## config.mk

```make
export PLATFORM = sky130hd
export DESIGN_NAME = obstacle_scheduler
export DESIGN_NICKNAME = d
export VERILOG_FILES = /design/src/rtl/obstacle_scheduler.sv
export SDC_FILE = /design/constraint.sdc
export NUM_CORES = 1
export LEC_CHECK = 0
export ABC_AREA = 1
export BUFFER_PORTS_ARGS = -buffer_cell sky130_fd_sc_hd__buf_2
export CAP_MARGIN = 20
export CORE_UTILIZATION = 39
export DETAILED_ROUTE_END_ITERATION = 8
export SETUP_SLACK_MARGIN = 0.15
export SYNTH_ARGS = -nofsm -noshare
export SYNTH_HDL_FRONTEND = slang
export SYNTH_SLANG_ARGS = --single-unit
```

## constraint.sdc

```tcl
create_clock -name CLK100MHZ -period 1.8 [get_ports CLK100MHZ]
set_input_delay 0.36 -clock CLK100MHZ [delete_from_list [all_inputs] [get_ports CLK100MHZ]]
set_output_delay 0.36 -clock CLK100MHZ [all_outputs]
set_load 0.02 [all_outputs]
```

## src/rtl/obstacle_scheduler.sv

```systemverilog
`timescale 1ns/1ps
`default_nettype none
// ============================================================================
//  Module   : obstacle_scheduler
//  Purpose  : Grants obstacle spawners one at a time, with frame gaps and grant timeout.
//  Revision : 1.0
// ============================================================================
module obstacle_scheduler #(
    parameter int NUM_SPAWNERS   = 4,
    parameter int RND_WIDTH      = 20,
    parameter int GAP_FRAMES     = 8,
    parameter int TIMEOUT_FRAMES = 64,
    parameter int SPAWN_PROB     = 26
) (
    input  logic                    CLK100MHZ,
    input  logic                    CPU_RESETN,
    input  logic                    enable,
    input  logic                    frame_tick,
    input  logic [RND_WIDTH-1:0]    random,
    input  logic [NUM_SPAWNERS-1:0] active,
    output logic [NUM_SPAWNERS-1:0] spawn_en,
    output logic                    busy,
    output logic                    fault,
    output logic [15:0]             spawn_count
);

    localparam int c_lane_w = $clog2(NUM_SPAWNERS);
    localparam int c_gap_w  = (GAP_FRAMES > 0) ? $clog2(GAP_FRAMES + 1) : 1;
    localparam int c_to_w   = (TIMEOUT_FRAMES > 1) ? $clog2(TIMEOUT_FRAMES) : 1;

    localparam logic [c_lane_w-1:0] c_last_lane = c_lane_w'(NUM_SPAWNERS - 1);
    localparam logic [c_lane_w-1:0] c_lane_one  = c_lane_w'(1);
    localparam logic [c_lane_w:0]   c_num_lanes = (c_lane_w + 1)'(NUM_SPAWNERS);
    localparam logic [c_gap_w-1:0]  c_gap_load  = c_gap_w'(GAP_FRAMES);
    localparam logic [c_gap_w-1:0]  c_gap_one   = c_gap_w'(1);
    localparam logic [c_to_w-1:0]   c_to_last   = c_to_w'(TIMEOUT_FRAMES - 1);
    localparam logic [c_to_w-1:0]   c_to_one    = c_to_w'(1);
    localparam logic [8:0]          c_prob      = 9'(SPAWN_PROB);

    typedef enum logic [2:0] {
        S_IDLE        = 3'd0,
        S_COOLDOWN    = 3'd1,
        S_ARM         = 3'd2,
        S_WAIT_ACTIVE = 3'd3,
        S_RUN         = 3'd4
    } state_t;

    state_t                  r_state;
    logic [NUM_SPAWNERS-1:0] r_spawn_en;
    logic                    r_busy;
    logic                    r_fault;
    logic [15:0]             r_spawn_count;
    logic [c_lane_w-1:0]     r_rr_ptr;
    logic [c_gap_w-1:0]      r_gap_cnt;
    logic [c_to_w-1:0]       r_to_cnt;

    logic [c_lane_w-1:0]     w_sel;
    logic [c_lane_w-1:0]     w_lane;
    logic [c_lane_w-1:0]     w_next_rr;
    logic [7:0]              w_top;
    logic                    w_prob_ok;
    logic                    w_any_active;
    logic                    w_grant_hit;
    logic [NUM_SPAWNERS-1:0] w_onehot;
    logic [15:0]             w_count_inc;
    logic                    w_unused_rnd;

    // Out-of-range selector values fall back to the round-robin pointer.
    assign w_sel        = random[c_lane_w-1:0];
    assign w_lane       = ({1'b0, w_sel} < c_num_lanes) ? w_sel : r_rr_ptr;
    assign w_next_rr    = (w_lane == c_last_lane) ? '0 : w_lane + c_lane_one;
    assign w_top        = random[RND_WIDTH-1 -: 8];
    assign w_prob_ok    = ({1'b0, w_top} < c_prob);
    assign w_any_active = |active;
    assign w_grant_hit  = |(active & r_spawn_en);
    assign w_onehot     = NUM_SPAWNERS'(1) << w_lane;
    assign w_count_inc  = (r_spawn_count == 16'hFFFF) ? r_spawn_count : r_spawn_count + 16'd1;
    assign w_unused_rnd = ^random;

    always_ff @(posedge CLK100MHZ or negedge CPU_RESETN) begin
        if (!CPU_RESETN) begin
            r_state       <= S_IDLE;
            r_spawn_en    <= '0;
            r_busy        <= 1'b0;
            r_fault       <= 1'b0;
            r_spawn_count <= '0;
            r_rr_ptr      <= '0;
            r_gap_cnt     <= '0;
            r_to_cnt      <= '0;
        end else begin
            r_fault <= 1'b0;
            if (!enable) begin
                r_state    <= S_IDLE;
                r_spawn_en <= '0;
                r_busy     <= 1'b0;
            end else begin
                case (r_state)
                    S_IDLE: begin
                        r_spawn_en <= '0;
                        if (frame_tick) begin
                            r_state   <= S_COOLDOWN;
                            r_gap_cnt <= c_gap_load;
                        end
                    end
                    S_COOLDOWN: begin
                        if (frame_tick) begin
                            if (r_gap_cnt == '0 && !w_any_active) begin
                                r_state <= S_ARM;
                            end else if (r_gap_cnt != '0) begin
                                r_gap_cnt <= r_gap_cnt - c_gap_one;
                            end
                        end
                    end
                    S_ARM: begin
                        if (frame_tick && !w_any_active && w_prob_ok) begin
                            r_spawn_en <= w_onehot;
                            r_rr_ptr   <= w_next_rr;
                            r_to_cnt   <= '0;
                            r_busy     <= 1'b1;
                            r_state    <= S_WAIT_ACTIVE;
                        end
                    end
                    S_WAIT_ACTIVE: begin
                        // The granted spawner coming up wins over a timeout on the same cycle.
                        if (w_grant_hit) begin
                            r_spawn_en    <= '0;
                            r_spawn_count <= w_count_inc;
                            r_state       <= S_RUN;
                        end else if (frame_tick) begin
                            if (r_to_cnt == c_to_last) begin
                                r_spawn_en <= '0;
                                r_fault    <= 1'b1;
                                r_busy     <= 1'b0;
                                r_gap_cnt  <= c_gap_load;
                                r_state    <= S_COOLDOWN;
                            end else begin
                                r_to_cnt <= r_to_cnt + c_to_one;
                            end
                        end
                    end
                    S_RUN: begin
                        if (!w_any_active) begin
                            r_busy    <= 1'b0;
                            r_gap_cnt <= c_gap_load;
                            r_state   <= S_COOLDOWN;
                        end
                    end
                    default: begin
                        r_state    <= S_IDLE;
                        r_spawn_en <= '0;
                        r_busy     <= 1'b0;
                    end
                endcase
            end
        end
    end

    assign spawn_en    = r_spawn_en;
    assign busy        = r_busy;
    assign fault       = r_fault;
    assign spawn_count = r_spawn_count;

endmodule
`default_nettype wire
```

After elaboration in Yosys (flattened, before gate mapping)
Index checks and enable logic that the tools add are counted.

Add/subtract/negate cells: 3. $lt $le $gt $ge: 1. Equal/unequal tests: 28. Shifts and indexed selects: 1. Muxes and demuxes: 42. Bitwise gates (word level): 2. Reductions and logical operators: 19.

Operator list (count): 4-bit two-way mux (13); 3-bit two-way mux (9); 6-bit two-way mux (4); 2-bit inequality test (second input constant) (12); 3-bit inequality test (second input constant) (8); 16-bit by 1-bit adder with 16-bit output (second input constant) (1); 16-bit equality test (second input constant) (1); 4-bit one-hot mux with 4 select lines (1); 3-bit one-hot mux with 5 select lines (1); 4-bit one-hot mux with 3 select lines (1); 6-bit one-hot mux with 2 select lines (1); 6-bit AND reduction (2); 1-bit two-way mux (11); 10-bit AND reduction (1); 8-bit by 5-bit < comparator with 1-bit output (second input constant) (1); 4-bit inequality test (second input constant) (2); 4-bit AND reduction (2); 4-bit nonzero test (2); 4-bit OR reduction (2); 7-bit AND reduction (1); 6-bit by 1-bit adder with 6-bit output (second input constant) (1); 3-bit by 2-bit equality test with 1-bit output (second input constant) (2); 6-bit equality test (second input constant) (1); 4-bit AND (1); other kinds (12) (15).

Register bits: 35. Input bits: 28. Output and inout bits: 22. Word-level logic and storage cells: 103.

Longest topological paths before layout
Gate-level depths: netlist (run 1).

Depth after elaboration: 7. Gate-level depth with buffers: 10. Depth with buffers taken out: 10.

Least setup slack after synthesis (run 1)
No wires, ideal clock.

Kind: flip-flop to flip-flop. Start point: register r_spawn_count[0] (netlist: spawn_count[0]). End point: register r_spawn_count[3] (netlist: spawn_count[3]). Library setup time: 0.065 ns. Data arrival time: 1.697 ns. Required time: 1.735 ns. Slack: 0.037 ns. Cell stages (with the launch flop): 11. Path buffers: 1. Period minus slack after synthesis: 1.763 ns. Cell sequence: dfrtp_1 ha_1 nand2_2 nor3_4 nand2_2 nor2_4 nand2_1 nand2_2 buf_6 nand2_1 nand2_1.

Longest elaborated chain between the ends: 3. Elaborated cells on any way between the ends: 4. Classes of those cells: 1 x add/sub; 1 x eq/ne; 1 x bitwise; 1 x reduce/logical.

Ends and longest elaborated chain: start: declaration (line 52) `logic [15:0] r_spawn_count;`; start signal: assignment (line 127) `r_spawn_count <= w_count_inc;`; branches (longest 3 deep; another with 16-bit by 1-bit adder with 16-bit output).

Several ways; the timed one is not identified. A chain may end at the register's enable or synchronous reset.

Worst setup path after layout (run 1)
Start point: register r_spawn_count[1] (netlist: spawn_count[1]). End point: register r_spawn_count[6] (netlist: spawn_count[6]).

The elaborated chain is that of the path after synthesis.

==> flow_metrics.env, run 1 <==
export IMPL_run_status="finished clean"
export IMPL_max_freq_mhz=647
export IMPL_grt_usage=0.182
export IMPL_number_of_drc_violations_after_detailed_routing=0
export IMPL_internal_power_mw=1.48
export IMPL_worst_setup_path_end_kind="flop"
export IMPL_totalWireLength_um=5670
export IMPL_drt_vias_per_instance=4.74
export IMPL_netlist_area_um2=2320
export IMPL_grt_first_pass_wirelength_um=8910
export IMPL_avgRoutedWirePerCell_um=12.0
export IMPL_clock_insertion_delay_worst_skew_ns=0.29
export IMPL_worst_ir_drop_vdd_uv=448
export IMPL_design_die_area_um2=6260
export IMPL_clock_power_share=0.253
export IMPL_worst_endpoint_required_ns=1.97
export IMPL_setup_viol_count_final=0
export IMPL_period_minus_slack_ns=1.55
export IMPL_cp_arrival_ns=1.72
export IMPL_synth_area_per_cell_um2=6.95
export IMPL_port_buffers=38
export IMPL_part_of_the_total_power_dissipated_in_combinational_logic=0.328
export IMPL_pwr_share_seq=0.419
export IMPL_part_of_the_yosys_area_used_for_sequential_elements=0.377
export IMPL_worst_setup_hold_path_clk_slew_ns=0.07
export IMPL_die_width_um=79.1
export IMPL_detailed_router_iteration_count_before_antenna_repair=4
export IMPL_gp_congestion=0.874
export IMPL_ys_ff_latch=35
export IMPL_hold_path_class="in2reg"
export IMPL_area_delta_synth_final_pct=27.1
export IMPL_post_layout_nonfiller_instances=472
export IMPL_cts_path_max_buffers=2
export IMPL_power_per_cell_area_nw_per_um2=789
export IMPL_first_global_vias=1973
export IMPL_syn_inst=334
export IMPL_setup_crit_path_kind="reg2reg"
export IMPL_num_antenna_cells=0
export IMPL_count_of_distinct_cell_types_in_the_synthesized_netlist=30
export IMPL_synthesis_yosys_warnings=0
export IMPL_max_cap_viol_count=0
export IMPL_power_static_leakage_nw=1.54
export IMPL_critPathMaxFanout=9
export IMPL_via_total_after_detailed_routing=2237
export IMPL_grt_setup_unrepaired="false"
export IMPL_nets=432
export IMPL_report_final_slew_viol_count=0
export IMPL_place_detailed_hpwl_um=4020
export IMPL_cts_sinks=35
export IMPL_mappedNetlistNets=366
export IMPL_drive_above_1_share=0.270
export IMPL_cts_buf_count=5
export IMPL_hold_violations=0
export IMPL_relSlewSlack=0.723
export IMPL_fin_setup_tns_ns=0
export IMPL_core_um2=5610
export IMPL_grt_overflow=0
export IMPL_place_detailed_instances=452
export IMPL_final_min_period_over_clock_period=0.859
export IMPL_cts_tree="yes"
export IMPL_critPathLaunchType="flop"
export IMPL_clock_tree_htree_level_count=2
export IMPL_clock_skew_ns=0.00682
export IMPL_chipHeight_um=79.1
export IMPL_io_pin_count=50
export IMPL_drt_initial_drc_count=102
export IMPL_worst_pin_slew_ns=0.412
export IMPL_reg2reg_slack_ns=0.25
export IMPL_power_total_mw=2.33
export IMPL_pin_count_of_the_biggest_net_entering_global_routing=19
export IMPL_cts_root_buf="sky130_fd_sc_hd__clkbuf_8"
export IMPL_std_cell_rows=27
export IMPL_initial_utilization=0.414
export IMPL_layout_filler_cells=590
export IMPL_netSwitchingPower_mw=0.845
export IMPL_swShare=0.363
export IMPL_ant_nets=0
export IMPL_antenna_found_initial=0
## critical path, stage by stage (launching register included)
cell and delay (ns):
sky130_fd_sc_hd__dfrtp_2 0.41, sky130_fd_sc_hd__ha_4 0.17, sky130_fd_sc_hd__nand2_2 0.07, sky130_fd_sc_hd__nor3_4 0.20, sky130_fd_sc_hd__nand2_2 0.09, sky130_fd_sc_hd__nor2_4 0.15, sky130_fd_sc_hd__nand2_4 0.10, sky130_fd_sc_hd__nand2_4 0.15
sky130_fd_sc_hd__o21ai_0 0.09
## what timing repair did
item	in CTS	in global routing
endpoints found under the hold margin	14	0
cloned	0	2
endpoints found under the setup margin	21	33
hold buffers	1	0
setup buffers	0	10
gates resized for setup	3	21
pin swaps	0	5
## synth_stat cells (all sizes together)
| cell | count | share of area |
|---|---|---|
| nor3 | 12 | 0.033 |
| nor3b | 1 | 0.0032 |
| and2 | 1 | 0.0027 |
| ha | 4 | 0.022 |
| dfrtp | 35 | 0.38 |
| xnor2 | 6 | 0.023 |
| xor2 | 9 | 0.034 |
| o41ai | 1 | 0.0038 |
| nor2 | 32 | 0.065 |
| inv | 39 | 0.063 |
| clkbuf | 1 | 0.0022 |
| o21ai | 18 | 0.042 |
| buf | 5 | 0.017 |
| nand3 | 23 | 0.050 |
| nand4 | 7 | 0.019 |
| nand2 | 132 | 0.22 |
| or2 | 2 | 0.0054 |
| a21oi | 5 | 0.016 |
| a31o | 1 | 0.0038 |
## cells in the final DEF (no fill, tap or decap), drive strengths merged, types with 2 or more instances in the layout
cell | netlist | final
a21oi | 5 | 5
buf | 5 | 62
clkbuf | 1 | 6
dfrtp | 35 | 35
ha | 4 | 4
inv | 39 | 39
nand2 | 132 | 134
nand3 | 23 | 23
nand4 | 7 | 7
nor2 | 32 | 32
nor3 | 12 | 12
o21ai | 18 | 18
or2 | 2 | 2
xnor2 | 6 | 6
xor2 | 9 | 9
## power groups by stage
stage          registers [mW]  clock network, mW  logic (mW)
2_1_floorplan           0.982                  0       0.452
3_3_place_gp            0.976                  0       0.631
3_5_place_dp            0.975                  0       0.646
4_1_cts                 0.964              0.613       0.654
5_1_grt                 0.983              0.631       0.877
6_report                0.974              0.589       0.764
## state kept, by name, summed over array words and instances, names as in the netlist
register and flops:
fault 1, spawn_en 4, spawn_count 16, r_gap_cnt 4
r_to_cnt 6, r_state 3, busy 1
## metrics by stage
step | util | instance area, um^2 | hold WS (ns) | setup WS, ns
6_report | 0.526 | 2950 | 0.399 | 0.254
5_1_grt | 0.526 | 2950 | 0.406 | 0.117
4_1_cts | 0.497 | 2790 | 0.391 | 0.160
3_5_place_dp | 0.477 | 2680 | 0.302 | 0.0964
3_3_place_gp | 0.477 | 2680 | 0.295 | 0.111
2_1_floorplan | - | 2340 | 0.0644 | 0.189
## layer usage
layer | GRT usage | share of wire | vias to the layer above
met5 | 0 | 0 | -
met4 | 0.0545 | 0.0078 | 0
met3 | 0.0379 | 0.040 | 5
met2 | 0.280 | 0.45 | 49
met1 | 0.256 | 0.51 | 1000
li1 | - | - | 1183
## logic make-up after synthesis
logic type      count (synthesis)  share of synthesized area
compound gates                 25                     0.0652
buf+inv                        45                     0.0825
simple gates                  210                      0.397
fa+ha+maj                       4                     0.0216
xor+xnor                       15                     0.0566
flops                          35                      0.377
## layout make-up
class	instances	area (um^2)	area share
clock buffer	6	82.6	0.0280
clock inverter	1	5.00	0.00170
inverter	39	146	0.0496
multi-input combinational	256	1350	0.458
sequential	35	882	0.299
tap	72	90.1	0.0305
timing repair buffer	63	393	0.133
## path summary, 6_finish.rpt
check	start	to	cells past startpoint
hold reg to reg	spawn_en[0]$_DFFE_PN0P_	spawn_en[0]$_DFFE_PN0P_	2
setup / recovery	spawn_count[1]$_DFFE_PN0P_	spawn_count[6]$_DFFE_PN0P_	8
hold / removal	random[0]	spawn_en[2]$_DFFE_PN0P_	4
min in group asynchronous	CPU_RESETN	spawn_count[10]$_DFFE_PN0P_	2
max in group asynchronous	CPU_RESETN	r_to_cnt[0]$_DFFE_PN0P_	3
setup reg to reg	spawn_count[1]$_DFFE_PN0P_	spawn_count[6]$_DFFE_PN0P_	8
Note: power is estimated with default switching activity, not from simulation.
==> run 2: changes to the inputs <==
==> constraint.sdc (replaced) <==
create_clock -name CLK100MHZ -period 1.7 [get_ports CLK100MHZ]
set_input_delay 0.34 -clock CLK100MHZ [delete_from_list [all_inputs] [get_ports CLK100MHZ]]
set_output_delay 0.34 -clock CLK100MHZ [all_outputs]
set_load 0.02 [all_outputs]
==> flow_metrics.env, run 2 (synthesis results as in run 1) <==
export IMPL_run_status="finished clean"
export IMPL_path_buf_inv=0
export IMPL_hold_violations=0
export IMPL_drt_initial_drc_count=112
export IMPL_io_pin_count=50
export IMPL_gp_congestion=0.847
export IMPL_number_of_drc_violations_after_detailed_routing=0
export IMPL_detailed_router_iteration_count_before_antenna_repair=6
export IMPL_drt_vias_per_instance=5.02
export IMPL_cp_arrival_ns=1.71
export IMPL_layout_common_cells="sky130_fd_sc_hd__nand2_1, sky130_fd_sc_hd__buf_2, sky130_fd_sc_hd__inv_1, sky130_fd_sc_hd__dfrtp_1, sky130_fd_sc_hd__buf_4"
export IMPL_setup_crit_path_kind="reg2reg"
export IMPL_multi_input_area_um2=1440
export IMPL_via_total_after_detailed_routing=2373
export IMPL_place_detailed_hpwl_um=3960
export IMPL_worst_path_cell_with_the_longest_stage_delay="sky130_fd_sc_hd__dfrtp_2"
export IMPL_sequential_cell_area_um2=886
export IMPL_critPathLaunchType="flop"
export IMPL_critPathMaxFanout=9
export IMPL_power_static_leakage_nw=1.56
export IMPL_crit_path_cell_trace="ha_4 > nand2_4 > nor3_4 > nand2_2 > nor2_4 > nand2_4 > nand2_4 > nand2_1 > nand2_1"
export IMPL_grt_overflow=0
export IMPL_drive_above_1_share=0.322
export IMPL_grt_first_pass_wirelength_um=9070
export IMPL_crit_top_cell="sky130_fd_sc_hd__nand2_4"
export IMPL_totalWireLength_um=5690
export IMPL_relSlewSlack=0.694
export IMPL_ant_nets=0
export IMPL_place_detailed_instances=455
export IMPL_cts_path_max_buffers=2
export IMPL_cts_sinks=35
export IMPL_num_antenna_cells=0
export IMPL_antenna_found_initial=0
export IMPL_std_cell_rows=27
export IMPL_post_layout_nonfiller_instances=473
export IMPL_slowest_delay_ns=0.43
export IMPL_hold_worst_slack_ns=0.0752
export IMPL_reg2reg_from="spawn_count[1]$_DFFE_PN0P_"
export IMPL_fin_setup_tns_ns=0
export IMPL_hold_path_class="in2async"
export IMPL_cts_tree="yes"
export IMPL_clock_skew_ns=0.00979
export IMPL_period_minus_slack_ns=1.49
export IMPL_postLayoutCoreUtil=0.541
export IMPL_final_min_period_over_clock_period=0.874
export IMPL_post_cts_hold_buffer_count=0
export IMPL_worst_endpoint_required_ns=1.93
export IMPL_setup_viol_count_final=0
export IMPL_max_ffs_per_register=16
export IMPL_grt_setup_unrepaired="true"
export IMPL_clock_tree_htree_level_count=2
export IMPL_pin_count_of_the_biggest_net_entering_global_routing=36
export IMPL_power_total_mw=2.50
export IMPL_grt_usage=0.188
export IMPL_first_global_vias=2034
export IMPL_cts_buf_count=5
export IMPL_cts_root_buf="sky130_fd_sc_hd__clkbuf_8"
export IMPL_power_per_cell_area_nw_per_um2=823
export IMPL_chipHeight_um=79.1
export IMPL_worst_setup_path_end_kind="flop"
export IMPL_area_delta_synth_final_pct=30.8
export IMPL_worst_setup_path_startpoint="spawn_count[1]$_DFFE_PN0P_"
export IMPL_max_cap_viol_count=0
export IMPL_worst_ir_drop_vdd_uv=383
export IMPL_layout_filler_cells=568
export IMPL_layout_cells_most_common="sky130_fd_sc_hd__nand2_1"
export IMPL_core_um2=5610
export IMPL_die_width_um=79.1
export IMPL_worst_pin_slew_ns=0.459
export IMPL_design_die_area_um2=6260
export IMPL_worst_setup_hold_path_clk_slew_ns=0.08
export IMPL_initial_utilization=0.414
export IMPL_max_freq_mhz=673
export IMPL_port_buffers=38
export IMPL_clock_insertion_delay_worst_skew_ns=0.29
export IMPL_cp_top_family="simple AND/OR/NAND/NOR gates"
export IMPL_nets=432
export IMPL_avgRoutedWirePerCell_um=12.0
export IMPL_report_final_slew_viol_count=0
## run 2: path summary, 6_finish.rpt
kind                                                to  slack (ns)  cells past startpoint
max                        spawn_count[13]$_DFFE_PN0P_        0.21                      9
min                         spawn_count[2]$_DFFE_PN0P_        0.08                      2
max reg2reg                spawn_count[13]$_DFFE_PN0P_        0.21                      9
min reg2reg                    spawn_en[2]$_DFFE_PN0P_        0.51                      2
min in group CLK100MHZ                 fault$_DFF_PN0_        0.36                      3
max in group asynchronous       r_state[0]$_DFFE_PN0P_        1.27                      2
## run 2: area by class of cell
cell class | count | area share
multi-input combinational | 256 | 0.474
sequential | 35 | 0.292
timing repair buffer | 63 | 0.129
inverter | 39 | 0.0482
tap | 72 | 0.0297
clock buffer | 5 | 0.0227
clock inverter | 3 | 0.00495
## run 2: metrics by stage
step           instance area, um^2  setup WS, ns
2_1_floorplan                 2340         0.143
3_3_place_gp                  2720        0.0939
3_5_place_dp                  2720        0.0699
4_1_cts                       2830         0.141
5_1_grt                       3040         0.105
6_report                      3040         0.215
## run 2: report_power, final
part           switching (mW)  total, mW  leakage [nW]  internal, mW
clock                   0.323      0.604        0.0477         0.281
sequential             0.0987       1.02         0.469         0.921
combinational           0.503      0.876          1.04         0.373
## run 2: repair_timing
action | CTS | global route
resized for setup | 7 | 42
pin swaps | 2 | 10
endpoints found under the setup margin | 32 | 33
hold endpoints to repair | 0 | 0
gates cloned | 0 | 2
setup buffers | 1 | 7
## run 2: layer usage
metal / global-route usage / share of wire
met5: 0 / 0
met4: 0.0745 / 0.023
met3: 0.0437 / 0.037
met2: 0.307 / 0.49
met1: 0.240 / 0.45
==> run 3: changes to the inputs <==
--- a/config.mk
+++ b/config.mk
@@ -6,10 +6,11 @@
 export NUM_CORES = 1
 export LEC_CHECK = 0
 export ABC_AREA = 1
-export BUFFER_PORTS_ARGS = -buffer_cell sky130_fd_sc_hd__buf_2
+export BUFFER_PORTS_ARGS = -buffer_cell sky130_fd_sc_hd__buf_4
 export CAP_MARGIN = 20
 export CORE_UTILIZATION = 39
 export DETAILED_ROUTE_END_ITERATION = 8
+export GPL_ROUTABILITY_DRIVEN = 0
 export SETUP_SLACK_MARGIN = 0.15
 export SYNTH_ARGS = -nofsm -noshare
 export SYNTH_HDL_FRONTEND = slang
==> flow_metrics.env, run 3 (synthesis results as in run 1) <==
export IMPL_detailed_router_iteration_count_before_antenna_repair=4
export IMPL_max_cap_viol_count=0
export IMPL_worst_setup_path_end_kind="flop"
export IMPL_grt_usage=0.184
export IMPL_worst_ir_drop_vdd_uv=552
export IMPL_layout_cells_most_common="sky130_fd_sc_hd__nand2_1"
export IMPL_clock_tree_htree_level_count=2
export IMPL_slowest_delay_ns=0.41
export IMPL_worst_setup_path_startpoint="r_to_cnt[1]$_DFFE_PN0P_"
export IMPL_drt_vias_per_instance=4.83
export IMPL_hold_path_class="in2async"
export IMPL_met2_track_utilization_from_global_routing=0.303
export IMPL_cts_tree="yes"
export IMPL_crit_path_cell_trace="ha_4 > nand3_4 > o21ai_4 > nand2_2 > inv_2 > nand4_1 > nand2_1 > nand2_1"
export IMPL_setup_viol_count_final=0
export IMPL_num_antenna_cells=0
export IMPL_cts_path_max_buffers=2
export IMPL_critPathMaxFanout=4
export IMPL_via_total_after_detailed_routing=2305
export IMPL_cp_arrival_ns=1.64
export IMPL_chipHeight_um=79.1
export IMPL_busiest_layer="met2"
export IMPL_power_static_leakage_nw=1.57
export IMPL_period_minus_slack_ns=1.46
export IMPL_part_of_the_total_power_dissipated_in_combinational_logic=0.363
export IMPL_io_pin_count=50
export IMPL_power_per_cell_area_nw_per_um2=805
export IMPL_setup_crit_path_kind="reg2reg"
export IMPL_cts_buf_count=5
export IMPL_number_of_drc_violations_after_detailed_routing=0
export IMPL_sequential_cell_area_um2=887
export IMPL_crit_top_cell="sky130_fd_sc_hd__nand2_1"
export IMPL_ant_nets=0
export IMPL_finish_instance_area_um2=3150
export IMPL_drt_initial_drc_count=144
export IMPL_detailedPlace_worstSlack_ns=0.0824
export IMPL_postPlaceCellArea_um2=2800
export IMPL_cts_root_buf="sky130_fd_sc_hd__clkbuf_8"
export IMPL_clock_insertion_delay_worst_skew_ns=0.29
export IMPL_worst_path_cell_with_the_longest_stage_delay="sky130_fd_sc_hd__dfrtp_1"
export IMPL_pin_count_of_the_biggest_net_entering_global_routing=36
export IMPL_internal_power_mw=1.62
export IMPL_reg2reg_from="r_to_cnt[1]$_DFFE_PN0P_"
export IMPL_relSlewSlack=0.697
export IMPL_met3_usage=0.0391
export IMPL_grt_first_pass_wirelength_um=9000
export IMPL_place_detailed_hpwl_um=4000
export IMPL_setup_ws_ns=0.235
export IMPL_totalWireLength_um=5630
export IMPL_design_die_area_um2=6260
export IMPL_layout_common_cells="sky130_fd_sc_hd__nand2_1, sky130_fd_sc_hd__buf_4, sky130_fd_sc_hd__inv_1, sky130_fd_sc_hd__dfrtp_1, sky130_fd_sc_hd__nor2_1"
export IMPL_avgRoutedWirePerCell_um=11.8
export IMPL_clock_skew_ns=0.00536
export IMPL_final_min_period_over_clock_period=0.862
export IMPL_place_detailed_instances=454
export IMPL_nets=436
export IMPL_max_ffs_per_register=16
export IMPL_grt_util_met1=0.235
export IMPL_layout_filler_cells=536
export IMPL_post_layout_nonfiller_instances=477
export IMPL_port_buffers=38
export IMPL_post_cts_hold_buffer_count=0
export IMPL_multi_input_area_um2=1410
export IMPL_cts_sinks=35
export IMPL_netSwitchingPower_mw=0.909
export IMPL_fin_setup_tns_ns=0
export IMPL_hold_violations=0
export IMPL_report_final_slew_viol_count=0
export IMPL_grt_setup_unrepaired="true"
export IMPL_worst_setup_hold_path_clk_slew_ns=0.07
export IMPL_worst_endpoint_required_ns=1.88
export IMPL_initial_utilization=0.414
export IMPL_drive_above_1_share=0.306
export IMPL_run_status="finished clean"
export IMPL_critPathLaunchType="flop"
export IMPL_grt_overflow=0
export IMPL_antenna_found_initial=0
export IMPL_clock_power_share=0.230
export IMPL_pwr_share_seq=0.407
export IMPL_area_delta_synth_final_pct=35.5
export IMPL_max_freq_mhz=683
export IMPL_worst_pin_slew_ns=0.454
export IMPL_first_global_vias=2023
export IMPL_die_width_um=79.1
export IMPL_core_um2=5610
export IMPL_std_cell_rows=27
export IMPL_rr_worst_depth=8
export IMPL_swShare=0.359
[run 3: final cells by class]
class                           instances  share of cell area
Multi-Input combinational cell        256               0.449
Sequential cell                        35               0.282
Clock buffer                            7              0.0243
Clock inverter                          1             0.00159
Inverter                               39              0.0465
Tap cell                               72              0.0286
Timing Repair Buffer                   67               0.168
[run 3: worst paths after layout]
kind                                               to  slack (ns)
max                          r_gap_cnt[2]$_DFFE_PN0P_        0.24
min                        spawn_count[1]$_DFFE_PN0P_       0.001
min in group CLK100MHZ        spawn_en[0]$_DFFE_PN0P_        0.36
min reg2reg                   spawn_en[1]$_DFFE_PN0P_        0.51
max in group asynchronous  spawn_count[4]$_DFFE_PN0P_        1.35
max reg2reg                  r_gap_cnt[2]$_DFFE_PN0P_        0.24
[run 3: worst max-delay path: cells and delay by family, from the launching register on]
family / cells / cell delay, ns
adders and majority gates: 1 / 0.17
and+or+nand+nor: 5 / 0.53
DFF: 1 / 0.41
AOI/OAI and AO/OA: 1 / 0.20
buffers and inverters: 1 / 0.05
[run 3: timing repair]
action,in CTS,in global routing
cloned,0,2
gates resized for setup,5,35
endpoints found under the hold margin,0,0
endpoints found under the setup margin,32,33
setup buffers,0,13
pin swaps,0,11
[run 3: metrics by stage]
step / total power [mW] / hold slack, ns / utilization
after floorplan: 1.52 / 0.0444 / -
after global placement: 1.77 / 0.326 / 0.500
after detailed placement: 1.77 / 0.330 / 0.500
after CTS: 2.39 / 0.0127 / 0.518
after global routing: 2.72 / 0.0346 / 0.561
final: 2.53 / 0.00104 / 0.561
[run 3: power groups by stage]
stage          combinational (mW)  sequential [mW]  clock [mW]
2_1_floorplan               0.479             1.04           0
3_3_place_gp                0.748             1.02           0
3_5_place_dp                0.756             1.02           0
4_1_cts                     0.769             1.01       0.611
5_1_grt                      1.04             1.04       0.642
6_report                    0.920             1.03       0.583
[run 3: per-layer routing]
layer	routed length [um]	vias to the layer above
li1	-	1185
met1	2610	1051
met3	274	12
met2	2610	57
met5	0	-
met4	133	0
